File: src/rtl/seq_pkg.sv
// Shared definitions for the round-sequence blocks: widths, symbol limits,
// FSM state encoding and small helpers used by the player and its neighbours.
package seq_pkg;

    localparam int SEQ_W   = 64;
    localparam int SYM_W   = 4;
    localparam int MAX_SYM = 16;
    localparam int RND_W   = 5;
    localparam int IDX_W   = 4;

    typedef enum logic [1:0] {
        IDLE = 2'd0,
        SHOW = 2'd1,
        GAP  = 2'd2,
        DONE = 2'd3
    } state_t;

    // Requests for more symbols than the sequence holds play the whole sequence.
    function automatic logic [RND_W-1:0] clamp_round(input logic [RND_W-1:0] r);
        return (r > RND_W'(MAX_SYM)) ? RND_W'(MAX_SYM) : r;
    endfunction

    // Symbol i is the i-th nibble counting from the MSB end.
    function automatic logic [SYM_W-1:0] pick_sym(input logic [SEQ_W-1:0] s,
                                                   input logic [IDX_W-1:0] i);
        logic [SEQ_W-1:0] shifted;
        shifted = s << {i, 2'b00};
        return shifted[SEQ_W-1 -: SYM_W];
    endfunction

endpackage

File: src/rtl/seq_hold_timer.sv
// Loadable down-counter shared by the SHOW and GAP phases of seq_player.
// expired is high while the count sits at zero; freeze holds the count.
module seq_hold_timer #(
    parameter int W = 8
) (
    input  logic         clk,
    input  logic         R,
    input  logic         load,
    input  logic [W-1:0] load_val,
    input  logic         freeze,
    output logic         expired
);

    logic [W-1:0] count;

    // NOTE: state registers use non-blocking assignments so every flop samples
    // pre-edge values, independent of process ordering in simulation.
    always_ff @(posedge clk) begin
        if (!R) begin
            count <= '0;
        end else if (load) begin
            count <= load_val;
        end else if (!freeze && count != '0) begin
            count <= count - 1'b1;
        end
    end

    assign expired = (count == '0);

endmodule

File: src/rtl/seq_player.sv
// Plays a snapshot of the 64-bit round sequence as 4-bit symbols, MSB first,
// with HOLD/GAP timing. Optional SEQ_PLAYER_PAUSE_EN adds a pause input.
module seq_player
    import seq_pkg::*;
#(
    parameter int HOLD_CYCLES = 50_000_000,
    parameter int GAP_CYCLES  = 12_500_000
) (
    input  logic             clk,
    input  logic             R,
    input  logic             start,
    input  logic [RND_W-1:0] round,
    input  logic [SEQ_W-1:0] seq,
`ifdef SEQ_PLAYER_PAUSE_EN
    input  logic             pause,
`endif
    output logic [SYM_W-1:0] sym,
    output logic             sym_valid,
    output logic             busy,
    output logic             done
);

    localparam int MAX_CYC = (HOLD_CYCLES > GAP_CYCLES) ? HOLD_CYCLES : GAP_CYCLES;
    localparam int TMR_W   = $clog2(MAX_CYC + 1);

    // The timer expires at zero, so loading N-1 yields a phase of exactly N clocks.
    localparam logic [TMR_W-1:0] HOLD_LOAD = TMR_W'(HOLD_CYCLES - 1);
    localparam logic [TMR_W-1:0] GAP_LOAD  = TMR_W'(GAP_CYCLES - 1);

    state_t           state_q, state_d;
    logic [IDX_W-1:0] idx_q, idx_d;
    logic [SEQ_W-1:0] snap_q, snap_d;
    logic [RND_W-1:0] round_q, round_d;

    logic [SYM_W-1:0] sym_d;
    logic             sym_valid_d;
    logic             busy_d;
    logic             done_d;

    logic             tmr_load;
    logic [TMR_W-1:0] tmr_val;
    logic             tmr_expired;
    logic             hold;

`ifdef SEQ_PLAYER_PAUSE_EN
    assign hold = pause && (state_q == SHOW || state_q == GAP);
`else
    assign hold = 1'b0;
`endif

    seq_hold_timer #(
        .W (TMR_W)
    ) u_timer (
        .clk      (clk),
        .R        (R),
        .load     (tmr_load),
        .load_val (tmr_val),
        .freeze   (hold),
        .expired  (tmr_expired)
    );

    // NOTE: every variable gets a default before the case so no path leaves
    // one unassigned, which would otherwise infer a latch.
    always_comb begin
        state_d  = state_q;
        idx_d    = idx_q;
        snap_d   = snap_q;
        round_d  = round_q;
        tmr_load = 1'b0;
        tmr_val  = HOLD_LOAD;

        case (state_q)
            IDLE: begin
                if (start) begin
                    snap_d  = seq;
                    round_d = clamp_round(round);
                    idx_d   = '0;
                    if (round_d == '0) begin
                        state_d = DONE;
                    end else begin
                        state_d  = SHOW;
                        tmr_load = 1'b1;
                        tmr_val  = HOLD_LOAD;
                    end
                end
            end
            SHOW: begin
                if (!hold && tmr_expired) begin
                    if ({1'b0, idx_q} == round_q - RND_W'(1)) begin
                        state_d = DONE;
                    end else begin
                        state_d  = GAP;
                        tmr_load = 1'b1;
                        tmr_val  = GAP_LOAD;
                    end
                end
            end
            GAP: begin
                if (!hold && tmr_expired) begin
                    idx_d    = idx_q + 1'b1;
                    state_d  = SHOW;
                    tmr_load = 1'b1;
                    tmr_val  = HOLD_LOAD;
                end
            end
            DONE: begin
                state_d = IDLE;
            end
            default: begin
                state_d = IDLE;
            end
        endcase

        // Outputs are registered, so derive them from the upcoming state.
        sym_d       = (state_d == SHOW) ? pick_sym(snap_d, idx_d) : '0;
        sym_valid_d = (state_d == SHOW);
        busy_d      = (state_d != IDLE);
        done_d      = (state_d == DONE);
    end

    always_ff @(posedge clk) begin
        if (!R) begin
            state_q   <= IDLE;
            idx_q     <= '0;
            snap_q    <= '0;
            round_q   <= '0;
            sym       <= '0;
            sym_valid <= 1'b0;
            busy      <= 1'b0;
            done      <= 1'b0;
        end else begin
            state_q   <= state_d;
            idx_q     <= idx_d;
            snap_q    <= snap_d;
            round_q   <= round_d;
            sym       <= sym_d;
            sym_valid <= sym_valid_d;
            busy      <= busy_d;
            done      <= done_d;
        end
    end

endmodule

File: config.mk
export PLATFORM = sky130hd
export DESIGN_NAME = seq_player
export DESIGN_NICKNAME = d
export VERILOG_FILES = /design/src/rtl/seq_pkg.sv /design/src/rtl/seq_hold_timer.sv /design/src/rtl/seq_player.sv
export SDC_FILE = /design/constraint.sdc
export NUM_CORES = 1
export LEC_CHECK = 0
export ABC_CLOCK_PERIOD_IN_PS = 7900
export CAP_MARGIN = 20
export CORE_ASPECT_RATIO = 2
export CORE_MARGIN = 4
export CORE_UTILIZATION = 39
export DETAILED_ROUTE_END_ITERATION = 10
export GPL_TIMING_DRIVEN = 0
export PLACE_DENSITY = 0.62
export SKIP_CTS_REPAIR_TIMING = 1
export SYNTH_ARGS = -nofsm -noshare
export SYNTH_HDL_FRONTEND = slang
export SYNTH_SLANG_ARGS = --single-unit
File: constraint.sdc
create_clock -name clk -period 7.9 [get_ports clk]
set_clock_uncertainty 0.05 [all_clocks]
set_input_delay 0.79 -clock clk [delete_from_list [all_inputs] [get_ports clk]]
set_output_delay 0.79 -clock clk [all_outputs]
set_load 0.1 [all_outputs]
# [Yosys cells after proc, flatten, opt, wreduce, memory -nomap -nowiden]
# Index checks and enable logic that the tools add are counted.
# Widths: inputs -> output; s select.
[totals] reg_bits=108 in_bits=72
[classes] add_sub_neg=3 order_cmp=1 eq_ne=6 n_shift=1 mux=23 n_reduce_logical=8
[op_table] operator="$mux 26" n=5
[op_table] operator="$mux 64" n=2
[op_table] operator="$shl 64x6->64" n=1
[op_table] operator="$logic_not 26->1" n=1
[op_table] operator="$reduce_bool 26->1" n=1
[op_table] operator="$sub 26x1->26 const B" n=1
[op_table] operator="$mux 2" n=4
[op_table] operator="$mux 4" n=2
[op_table] operator="$pmux 2 s4" n=1
[op_table] operator="$pmux 4 s2" n=1
[op_table] operator="$eq 2x2->1 const B" n=3
[op_table] operator="$mux 1" n=6
[op_table] operator="$eq 4x5->1" n=1
[op_table] operator="$gt 5x5->1 const B" n=1
[op_table] operator="$logic_not 5->1" n=1
[op_table] operator="$mux 5" n=1
[op_table] operator="$sub 5x1->5 const B" n=1
[op_table] operator="$add 4x1->4 const B" n=1
[op_table] operator="$eq 2x1->1 const B" n=2
[op_table] operator="$reduce_and 2->1" n=2
[op_table] operator="$reduce_bool 2->1" n=2
[op_table] operator="$pmux 1 s3" n=1
[op_table] operator="$logic_not 2->1" n=1

# [Longest topological paths before layout]
# Gate-level depths: netlist (run 1).
[logic_depth] word_depth=8 ltp_mapped=12 depth_no_buf=10

# [Cells and area by module]
# From an unflattened synthesis (run 1), not the netlist that was laid out.
[hier_totals] cells_unflattened=676 hier_area_um2=5590.4
[modules_own_cells] mod="seq_player" instances=1 cells_per_inst=491 area_per_inst_um2=4057.6 seq_area_each_um2=1641.6
[modules_own_cells] mod="seq_hold_timer" instances=1 cells_per_inst=185 area_per_inst_um2=1532.7 seq_area_each_um2=520.5

# [Least setup slack after synthesis (run 1)]
# Ideal clock, no wire load.
[synth_path] path_kind="register to register" start="register u_timer.count[0]" end="register sym[2]" setup_time_ns=0.123 arrival_ns=2.392 required_ns=7.727 path_slack_ns=5.336 stages_incl_launch_ff=13 path_cell_list="dfxtp_1 -> inv_1 -> ha_1 -> nor4b_2 -> nand4_2 -> or4_1 -> a21oi_1 -> buf_4 -> buf_12 -> mux2i_1 -> a22oi_1 -> o211ai_1 -> a21boi_1"
[synth_between] elab_chain_len=5 elab_cells_between_ends=9 cone_classes="1 x eq/ne; 1 x shift; 5 x mux; 2 x reduce/logical"
[synth_rtl] element="start: declaration" line="seq_hold_timer.sv:14" text="logic [W-1:0] count;"
[synth_rtl] element="start signal: assignment" line="seq_hold_timer.sv:22" text="count <= load_val;"
[synth_rtl] element="start signal: assignment" line="seq_hold_timer.sv:24" text="count <= count - 1'b1;"
[synth_rtl] element="$logic_not 26->1 (*)" line="seq_hold_timer.sv:28" text="assign expired = (count == '0);"
[synth_rtl] element="branches (longest 4 deep; another with $shl 64x6->64)"
[synth_rtl] element="end signal: assignment" line="seq_player.sv:136" text="sym <= sym_d;"
[synth_rtl] element="end: declaration" line="seq_player.sv:17" text="output logic [SYM_W-1:0] sym,"
# Mark *: on every way between the ends.
# A chain may end at the register's enable or synchronous reset.

# [Final worst setup path (run 1)]
# Ends and elaborated chain as after synthesis.

==> flow_summary.json, run 1 <==
{
  "intPower_w": 0.000933,
  "row_count": 57,
  "reg2reg_from": "u_timer.count[0]",
  "maxSlewHeadroom": 0.288,
  "pre_cts_ws_ns": 4.48,
  "seqPwrFrac": 0.469,
  "netlist_top_cells_count": "nand2_1, dfxtp_1, a21oi_1, nor2_1, clkbuf_1",
  "outcome": "finished clean",
  "yosys-mux-area-fraction": 0.0450,
  "via_per_inst": 5.29,
  "syn-cell-area_um2": 4890,
  "crit_fanout": 8,
  "timing.hold.ws_ns": 0.406,
  "finalSetupTns_ns": 0,
  "htree_num_levels": 3,
  "setup_viol": 0,
  "synth_compound_area_frac": 0.164,
  "dieHeight_um": 166,
  "slew_viol_final": 0,
  "cts_made_buffers": 9,
  "grt_pass1_vias": 4597,
  "gp_congestion": 0.881,
  "clk_latency_ns": 0.35,
  "overflow": 0,
  "startpoint_type": "flip-flop",
  "holdCritStartpoint": "snap_q[27]",
  "worstPathArrival_ns": 3.51,
  "synth_edf_count": 0,
  "antenna_found_initial": 0,
  "yosysWarnings": 0,
  "fillCellCount": 1228,
  "pwr-share-clk": 0.313,
  "root_buffer": "clkbuf_16",
  "power.leakage_nw": 2.10,
  "worst_pin_slew_ns": 1.06,
  "syn_inst": 616,
  "drive_gt1_frac": 0.0437,
  "drc": 0,
  "syn_avg_cell_area_um2": 7.94,
  "area_growth_syn_to_layout_pct": 25.4,
  "numClockSinks": 108,
  "cts_tree": "done",
  "antenna_left": 0,
  "synth_cell_types": 53,
  "synth.most_common_cell": "nand2_1",
  "cts_buffer_depth": 2,
  "cp.required_ns": 8.08,
  "routed_wl_um": 14000,
  "worstSetupPathType": "reg -> reg",
  "synth_xor_area_frac": 0.0552,
  "grt.total_usage": 0.197,
  "synthTopCellsByArea": "dfxtp_1, nand2_1, a21oi_1",
  "synthSimpleGateAreaFrac": 0.250,
  "synth_nets": 691,
  "p_sw_w": 0.000428,
  "synth_fa_ha_area_frac": 0.00767,
  "initialDrtViolationCount": 168,
  "dp_hpwl_um": 11200,
  "worstHoldPathCells": 2,
  "synth_flop_cell": "dfxtp_1",
  "clk_pin_slew_ns": 0.07,
  "startpoint": "u_timer.count[0]",
  "timing.final.crit_share": 0.422,
  "wire_per_inst_um": 16.4,
  "die_area_um2": 14500,
  "cp-end-kind": "flip-flop",
  "core_region_area_um2": 12200,
  "finalCriticalPeriod_ns": 3.33,
  "postLayoutSetupSlackWorst_ns": 4.57,
  "cap_violations": 0,
  "worst_r2r_path_depth": 10,
  "synth_top_family_by_area": "simple AND/OR/NAND/NOR gates",
  "vdd_drop_max_uv": 135,
  "grt_max_degree": 19,
  "vias": 4533,
  "synth_seq_area_share": 0.442,
  "fmax_mhz": 300,
  "io_pins": 79,
  "grt_pass1_wl_um": 22400,
  "rsz0062_at_grt": "no",
  "initial_core_util": 0.401,
  "yosysTopAreaCell": "dfxtp_1",
  "swShare": 0.315,
  "diodes": 0,
  "synth_top_area_frac": 0.442,
  "hold_viol": 0,
  "layout.nets": 780,
  "die_x_um": 87.2,
  "ys_ff_latch": 108,
  "io_buffers": 78,
  "async_reset_ff_frac": 0,
  "power_density_nw_per_um2": 222,
  "p_comb_frac": 0.218,
  "first_pass_iters": 6,
  "holdCritPathClass": "reg -> reg"
}
==> routing by layer <==
metal / share of wire / global-route usage / wire length [um]
met5: 0 / 0 / 0
met3: 0.029 / 0.0321 / 409
met4: 0.044 / 0.101 / 618
met1: 0.36 / 0.196 / 5020
met2: 0.57 / 0.375 / 7980
==> power by group through the flow <==
stage                     clock network (W)  registers (W)  logic, W
after floorplan                           0       0.000666  0.000174
after detailed placement                  0       0.000650  0.000297
after global routing               0.000457       0.000646  0.000327
after global placement                    0       0.000648  0.000293
final                              0.000426       0.000638  0.000296
after CTS                          0.000434       0.000638  0.000298
==> cell usage in the layout, fill, tap and decap left out, types with 2 or more instances in the layout <==
master / netlist / layout
and3_1: 2 / 2
nand2_1: 173 / 173
a31oi_1: 13 / 13
a21oi_1: 88 / 88
mux2i_1: 22 / 22
a22oi_1: 8 / 8
clkdlybuf4s50_1: 0 / 78
clkinvlp_4: 0 / 4
dfxtp_1: 108 / 108
a21boi_1: 9 / 9
o31ai_1: 2 / 2
nand3_1: 7 / 7
clkbuf_1: 29 / 29
xnor2_1: 17 / 17
a211o_1: 2 / 2
a211oi_1: 2 / 2
nor2_1: 42 / 42
clkbuf_16: 0 / 9
nor2b_1: 3 / 3
or4_1: 2 / 2
o211ai_1: 8 / 8
buf_2: 2 / 2
nand3b_1: 5 / 5
nand2b_1: 3 / 3
nor3_2: 2 / 2
inv_1: 7 / 7
xor2_1: 12 / 12
ha_1: 3 / 3
nand4_1: 3 / 3
nor3_1: 12 / 12
and2_1: 5 / 5
==> critical path, stage by stage, from the launching register on <==
cell and delay, ns:
dfxtp_1 0.33, inv_1 0.06, ha_1 0.23, nor4b_2 0.28, nand4_2 0.21, nor2_2 0.32, mux2i_1 0.24, nor3_1 0.90
a22oi_1 0.29, o211ai_1 0.19, a21boi_1 0.11
==> through the flow <==
step                      utilization  area (um^2)  total power (W)  instances
after floorplan                     -         4890         0.000840        616
after global placement          0.480         5860         0.000940        841
after detailed placement        0.480         5860         0.000947        841
after CTS                       0.503         6140          0.00137        857
after global routing            0.503         6140          0.00143        857
final                           0.503         6140          0.00136        857
==> sequential cells by signal (all words and copies together) (netlist names) <==
register and cells:
sym_valid 1, done 1, u_timer.count 26, round_q 5, busy 1, idx_q 4, sym 4, snap_q 64
state_q 2
==> area by class of cell <==
type                            instances  area, um^2  share of cell area
Inverter                                8        30.0             0.00489
Clock buffer                            9         225              0.0367
Buffer                                 33         146              0.0239
Tap cell                              147         184              0.0300
Multi-Input combinational cell        467        2550               0.416
Sequential cell                       108        2160               0.352
Timing Repair Buffer                   78         781               0.127
Clock inverter                          7        52.6             0.00856
==> kinds of logic (layout without fill, tap and decap cells) <==
logic type	Yosys count	after routing
AND/OR/NAND/NOR	274	274
multiplexers	22	22
buffers and inverters	41	135
AO/OA/AOI/OAI	138	138
XOR/XNOR	30	30
flip-flops	108	108
adder cells (fa/ha/maj)	3	3
==> final timing paths <==
kind / endpoint / slack [ns]
min reg2reg: snap_q[27] / 0.41
max: sym[2] / 4.57
min: snap_q[27] / 0.41
max reg2reg: sym[2] / 4.57
Power figures use the tool's default switching activity.
==> inputs of run 2 (changes only) <==
--- a/config.mk
+++ b/config.mk
@@ -5,7 +5,7 @@
 export SDC_FILE = /design/constraint.sdc
 export NUM_CORES = 1
 export LEC_CHECK = 0
-export ABC_CLOCK_PERIOD_IN_PS = 7900
+export ABC_CLOCK_PERIOD_IN_PS = 3100
 export CAP_MARGIN = 20
 export CORE_ASPECT_RATIO = 2
 export CORE_MARGIN = 4
==> constraint.sdc (replaced) <==
create_clock -name clk -period 3.1 [get_ports clk]
set_clock_uncertainty 0.05 [all_clocks]
set_input_delay 0.31 -clock clk [delete_from_list [all_inputs] [get_ports clk]]
set_output_delay 0.31 -clock clk [all_outputs]
set_load 0.1 [all_outputs]
==> flow_summary.json, run 2 (synthesis results as in run 1) <==
{
  "die_x_um": 87.2,
  "maxSlewHeadroom": 0.340,
  "htree_num_levels": 3,
  "fmax_mhz": 334,
  "outcome": "finished clean",
  "area.sequential_um2": 2160,
  "area_growth_syn_to_layout_pct": 27.9,
  "drc": 0,
  "fin_area_um2": 6260,
  "grt_pass1_wl_um": 22400,
  "die_area_um2": 14500,
  "diodes": 0,
  "fillCellCount": 1218,
  "first_pass_iters": 4,
  "clk_latency_ns": 0.35,
  "clk_pin_slew_ns": 0.07,
  "power_density_nw_per_um2": 557,
  "cts_tree": "done",
  "worst_r2r_path_depth": 12,
  "gp_congestion": 0.881,
  "io_pins": 79,
  "startpoint_type": "flip-flop",
  "drive_gt1_frac": 0.0560,
  "final_cell_mix": "nand2_1, dfxtp_1, a21oi_1",
  "postLayoutSetupSlackWorst_ns": 0.104,
  "worstSetupPathType": "reg -> reg",
  "worstPathArrival_ns": 3.21,
  "antenna_left": 0,
  "dp_hpwl_um": 11200,
  "slew_viol_final": 0,
  "root_buffer": "clkbuf_16",
  "vias": 4596,
  "initialDrtViolationCount": 198,
  "holdCritPathClass": "reg -> reg",
  "cp.required_ns": 3.31,
  "cts_made_buffers": 9,
  "grt_pass1_vias": 4597,
  "finalCriticalPeriod_ns": 3.00,
  "io_buffers": 78,
  "wire_per_inst_um": 16.5,
  "core_region_area_um2": 12200,
  "setup_viol": 0,
  "initial_core_util": 0.401,
  "crit_fanout": 5,
  "numClockSinks": 108,
  "cts_buffer_depth": 2,
  "multi_input_area_um2": 2620,
  "grt_max_degree": 19,
  "antenna_found_initial": 0,
  "rsz0062_at_grt": "no",
  "power.leakage_nw": 2.14,
  "reg_top3": "snap_q (64), u_timer.count (26), round_q (5)",
  "cap_violations": 0,
  "mostFrequentLayoutCell": "nand2_1",
  "overflow": 0,
  "row_count": 57,
  "worstHoldPathCells": 2,
  "vdd_drop_max_uv": 337,
  "largest_register_ff_count": 64,
  "timing.hold.ws_ns": 0.404,
  "via_per_inst": 5.34,
  "pre_cts_ws_ns": -0.117,
  "routed_wl_um": 14200,
  "cp-end-kind": "flip-flop",
  "postPlaceCellArea_um2": 5860,
  "timing.final.crit_share": 0.966,
  "top_register": "snap_q",
  "hold_viol": 0,
  "grt.total_usage": 0.197,
  "dieHeight_um": 166,
  "worst_pin_slew_ns": 0.987,
  "layout.nets": 784
}
run 2: area by class of cell:
class | count | share of cell area
Buffer | 33 | 0.0242
Clock buffer | 9 | 0.0360
Clock inverter | 7 | 0.00839
Inverter | 8 | 0.00480
Multi-Input combinational cell | 467 | 0.418
Sequential cell | 108 | 0.345
Tap cell | 147 | 0.0294
Timing Repair Buffer | 82 | 0.134
run 2: metal layers:
metal | track usage | part of all wire | vias up
met2 | 0.375 | 0.57 | 114
met5 | 0 | 0 | -
met1 | 0.196 | 0.35 | 2167
met3 | 0.0321 | 0.032 | 37
li1 | - | - | 2278
met4 | 0.101 | 0.045 | 0
run 2: worst paths after layout:
path	from	end	slack (ns)
max	u_timer.count[0]	sym[2]	0.10
min	snap_q[27]	snap_q[27]	0.40
max reg2reg	u_timer.count[0]	sym[2]	0.10
min reg2reg	snap_q[27]	snap_q[27]	0.40
run 2: critical path: stages, from the launching register on:
cell	delay, ns
dfxtp_1	0.33
inv_1	0.07
ha_2	0.23
nor4b_4	0.29
nand4_4	0.18
or4_1	0.53
a21oi_1	0.20
buf_6	0.17
buf_12	0.12
mux2i_1	0.07
a22oi_1	0.31
o211ai_1	0.16
a21boi_1	0.21
run 2: per-stage QoR:
stage               power, W  utilization  std cells  setup TNS (ns)
CTS                  0.00349        0.503        857          -0.429
floorplan            0.00214            -        616               0
finish               0.00349        0.513        861               0
detailed placement   0.00241        0.480        841          -0.374
global placement     0.00240        0.480        841          -0.202
global route         0.00367        0.513        861               0
run 2: report_power, final:
part | leakage (nW) | total (W) | switching (W) | internal (W)
clock | 0.124 | 0.00108 | 0.000534 | 0.000548
sequential | 0.886 | 0.00163 | 0.000116 | 0.00152
combinational | 1.13 | 0.000773 | 0.000453 | 0.000321
total | 2.14 | 0.00349 | 0.00110 | 0.00239
==> RTL change: new RTL, flow settings as in run 2 <==
The option `SEQ_PLAYER_PAUSE_EN` is turned on by a define.
--- a/src/rtl/seq_player.sv
+++ b/src/rtl/seq_player.sv
@@ -1,5 +1,7 @@
 // Plays a snapshot of the 64-bit round sequence as 4-bit symbols, MSB first,
 // with HOLD/GAP timing. Optional SEQ_PLAYER_PAUSE_EN adds a pause input.
+`define SEQ_PLAYER_PAUSE_EN
+
 module seq_player
     import seq_pkg::*;
 #(
Ports: changed (added pause); port bits go from 79 to 80. The function was not compared with the original's and may differ.
==> RTL change against run 2 <==
The run now ends with setup timing left. Total power up 6.3%. Sequential cell count unchanged. Clock power up 15%. Final cell count up 26%. Final area up 27%. Hold slack better by 0.011 ns. Synthesized area up 23%. Setup slack worse by 0.21 ns. Highest routed layer unchanged. Largest cell class unchanged. Critical endpoint is now sym[3]. Wire length up 55%. Critical path depth down 2. Synthesized cell count up 25%.
==> RTL change: results (changes against run 2) <==
Final GP Congestion 0.965 (+9.5%); IO Port Bufs 79 (+1.3%); post-place setup slack -0.977 ns (-0.860 ns); Peak VDD IR 0.000261 V (-23%); Seq/Total Area, Yosys 36.0% (-8.2 points); Arr. time, crit path 3.39 ns (+0.18 ns); TritonCTS Buffers 9 (unchanged); CTS clk-pin slew, worst paths 0.08 ns; clk_lat worst skew 0.36 ns; DPL Wire Length 16.8 mm (+50%); xor/xnor cell area share of the yosys netlist 3.36% (-2.2 points); Crit-path slowest cell or4_4; mux share of post-synthesis cell area 3.31% (-1.2 points); Final WS setup -0.104 ns (-0.209 ns); DRT met1 WL 7.13 mm (+43%); metal2 WL 12.2 mm (+51%); max incr delay on CP 0.57 ns (+0.04 ns); crit path max fanout 5 (unchanged); top cells by area, synth dfxtp_1 36%, nand2_1 13%, a21boi_0 9.9%, xnor2_1 2.6%, nor2_1 2.4%; GRT met3 Usage 3.15% (-0.059 points); met3 WL 875 um (+94%); # nets final 962 (+23%); CTS tree built; share of flip-flops with an asynchronous set or reset 0% (unchanged); Overall Global Routing Usage 24.4% (+4.7 points); drt pass-1 iters 5 (+1); H-tree levels 3 (unchanged); Iteration-0 DRC Markers 311 (+57%); antenna violations before repair 0 (unchanged); routed vias 6,186 (+35%); Root Buffer clkbuf_16; CTS max path bufs 2 (unchanged); Worst Setup SP u_timer.count[5]; vias in the first global route 6,104 (+33%); startpoint of the worst register-to-register path u_timer.count[5]; HP Class register to register; Mapped Nets 849 (+23%); worst-margin pin slew 0.969 ns (-0.0183 ns); status finished, violations left; share of cells above drive strength 1 14.4% (+8.8 points); Max Used Layer met4; violated checks setup timing; Yosys warning total 0 (unchanged); top flop regs snap_q: 64 flops, u_timer.count: 26 flops, round_q: 5 flops; endpoints failing setup 4 (+4); Routed Wire Length 21.9 mm (+55%); Hold Path Origin snap_q[39]; Inserted Diodes 0 (unchanged); largest net degree at the start of global routing 20 (+1); compound-cell area share of the yosys netlist 23.7% (+7.3 points); leakage 2.82 nW (+32%); met1 usage 22.6% (+3.0 points); first-pass GRT wire length 32.1 mm (+44%); met2 Use GR 45.7% (+8.2 points); cell taking the most area after synthesis dfxtp_1; distinct cell type count after synthesis 66 (+25%); adder-cell share of the synthesized area 1.67% (+0.90 points); Synth top cells by count 204 x nand2_1, 108 x dfxtp_1, 79 x a21boi_0
-- RTL change: cells by family (layout without fill, tap and decap cells) --
| kind of cell | after synthesis | after routing |
|---|---|---|
| buffers and inverters | 62 | 180 |
| adders and majority gates | 8 | 8 |
| xor gates and xnor gates | 23 | 23 |
| AOI/OAI and AO/OA | 191 | 191 |
| muxes | 19 | 19 |
| and+or+nand+nor | 357 | 357 |
| DFF | 108 | 108 |
-- RTL change: critical path, delay by kind of cell, from the launching register on --
family | cells | cell delay [ns]
buf+inv | 2 | 0.32
simple gates | 4 | 1.58
flops | 1 | 0.36
compound gates | 4 | 0.77
-- RTL change: path summary, 6_finish.rpt --
path	to	slack, ns	cells past startpoint
worst max-delay path	sym[3]	-0.10	10
worst min register to register	snap_q[39]	0.42	2
worst min-delay path	snap_q[39]	0.42	2
worst max register to register	sym[3]	-0.10	10
-- RTL change: report_power, final --
part	internal, mW	switching (mW)
registers	1.50	0.0941
logic	0.361	0.520
clock network	0.642	0.594
total	2.50	1.21
-- RTL change: cell type report --
cell class | instances | area (um2)
Clock inverter | 7 | 81.3
Tap cell | 195 | 244
Timing Repair Buffer | 104 | 1010
Sequential cell | 108 | 2170
Fill cell | 1502 | 7020
Buffer | 46 | 243
Clock buffer | 9 | 225
Inverter | 14 | 52.6
Multi-Input combinational cell | 598 | 3920
-- RTL change: metrics by stage --
stage               area [um2]  hold slack, ns  setup TNS, ns  utilization [%]  std cells
floorplan                 6000           0.391              0                -        768
detailed placement        7040           0.408         -19.22             47.0       1042
finish                    7960           0.415         -0.242             53.1       1081
global route              7960           0.431         -0.478             53.1       1081
global placement          7040           0.402         -16.22             47.0       1042
CTS                       7340           0.419         -18.07             49.0       1058
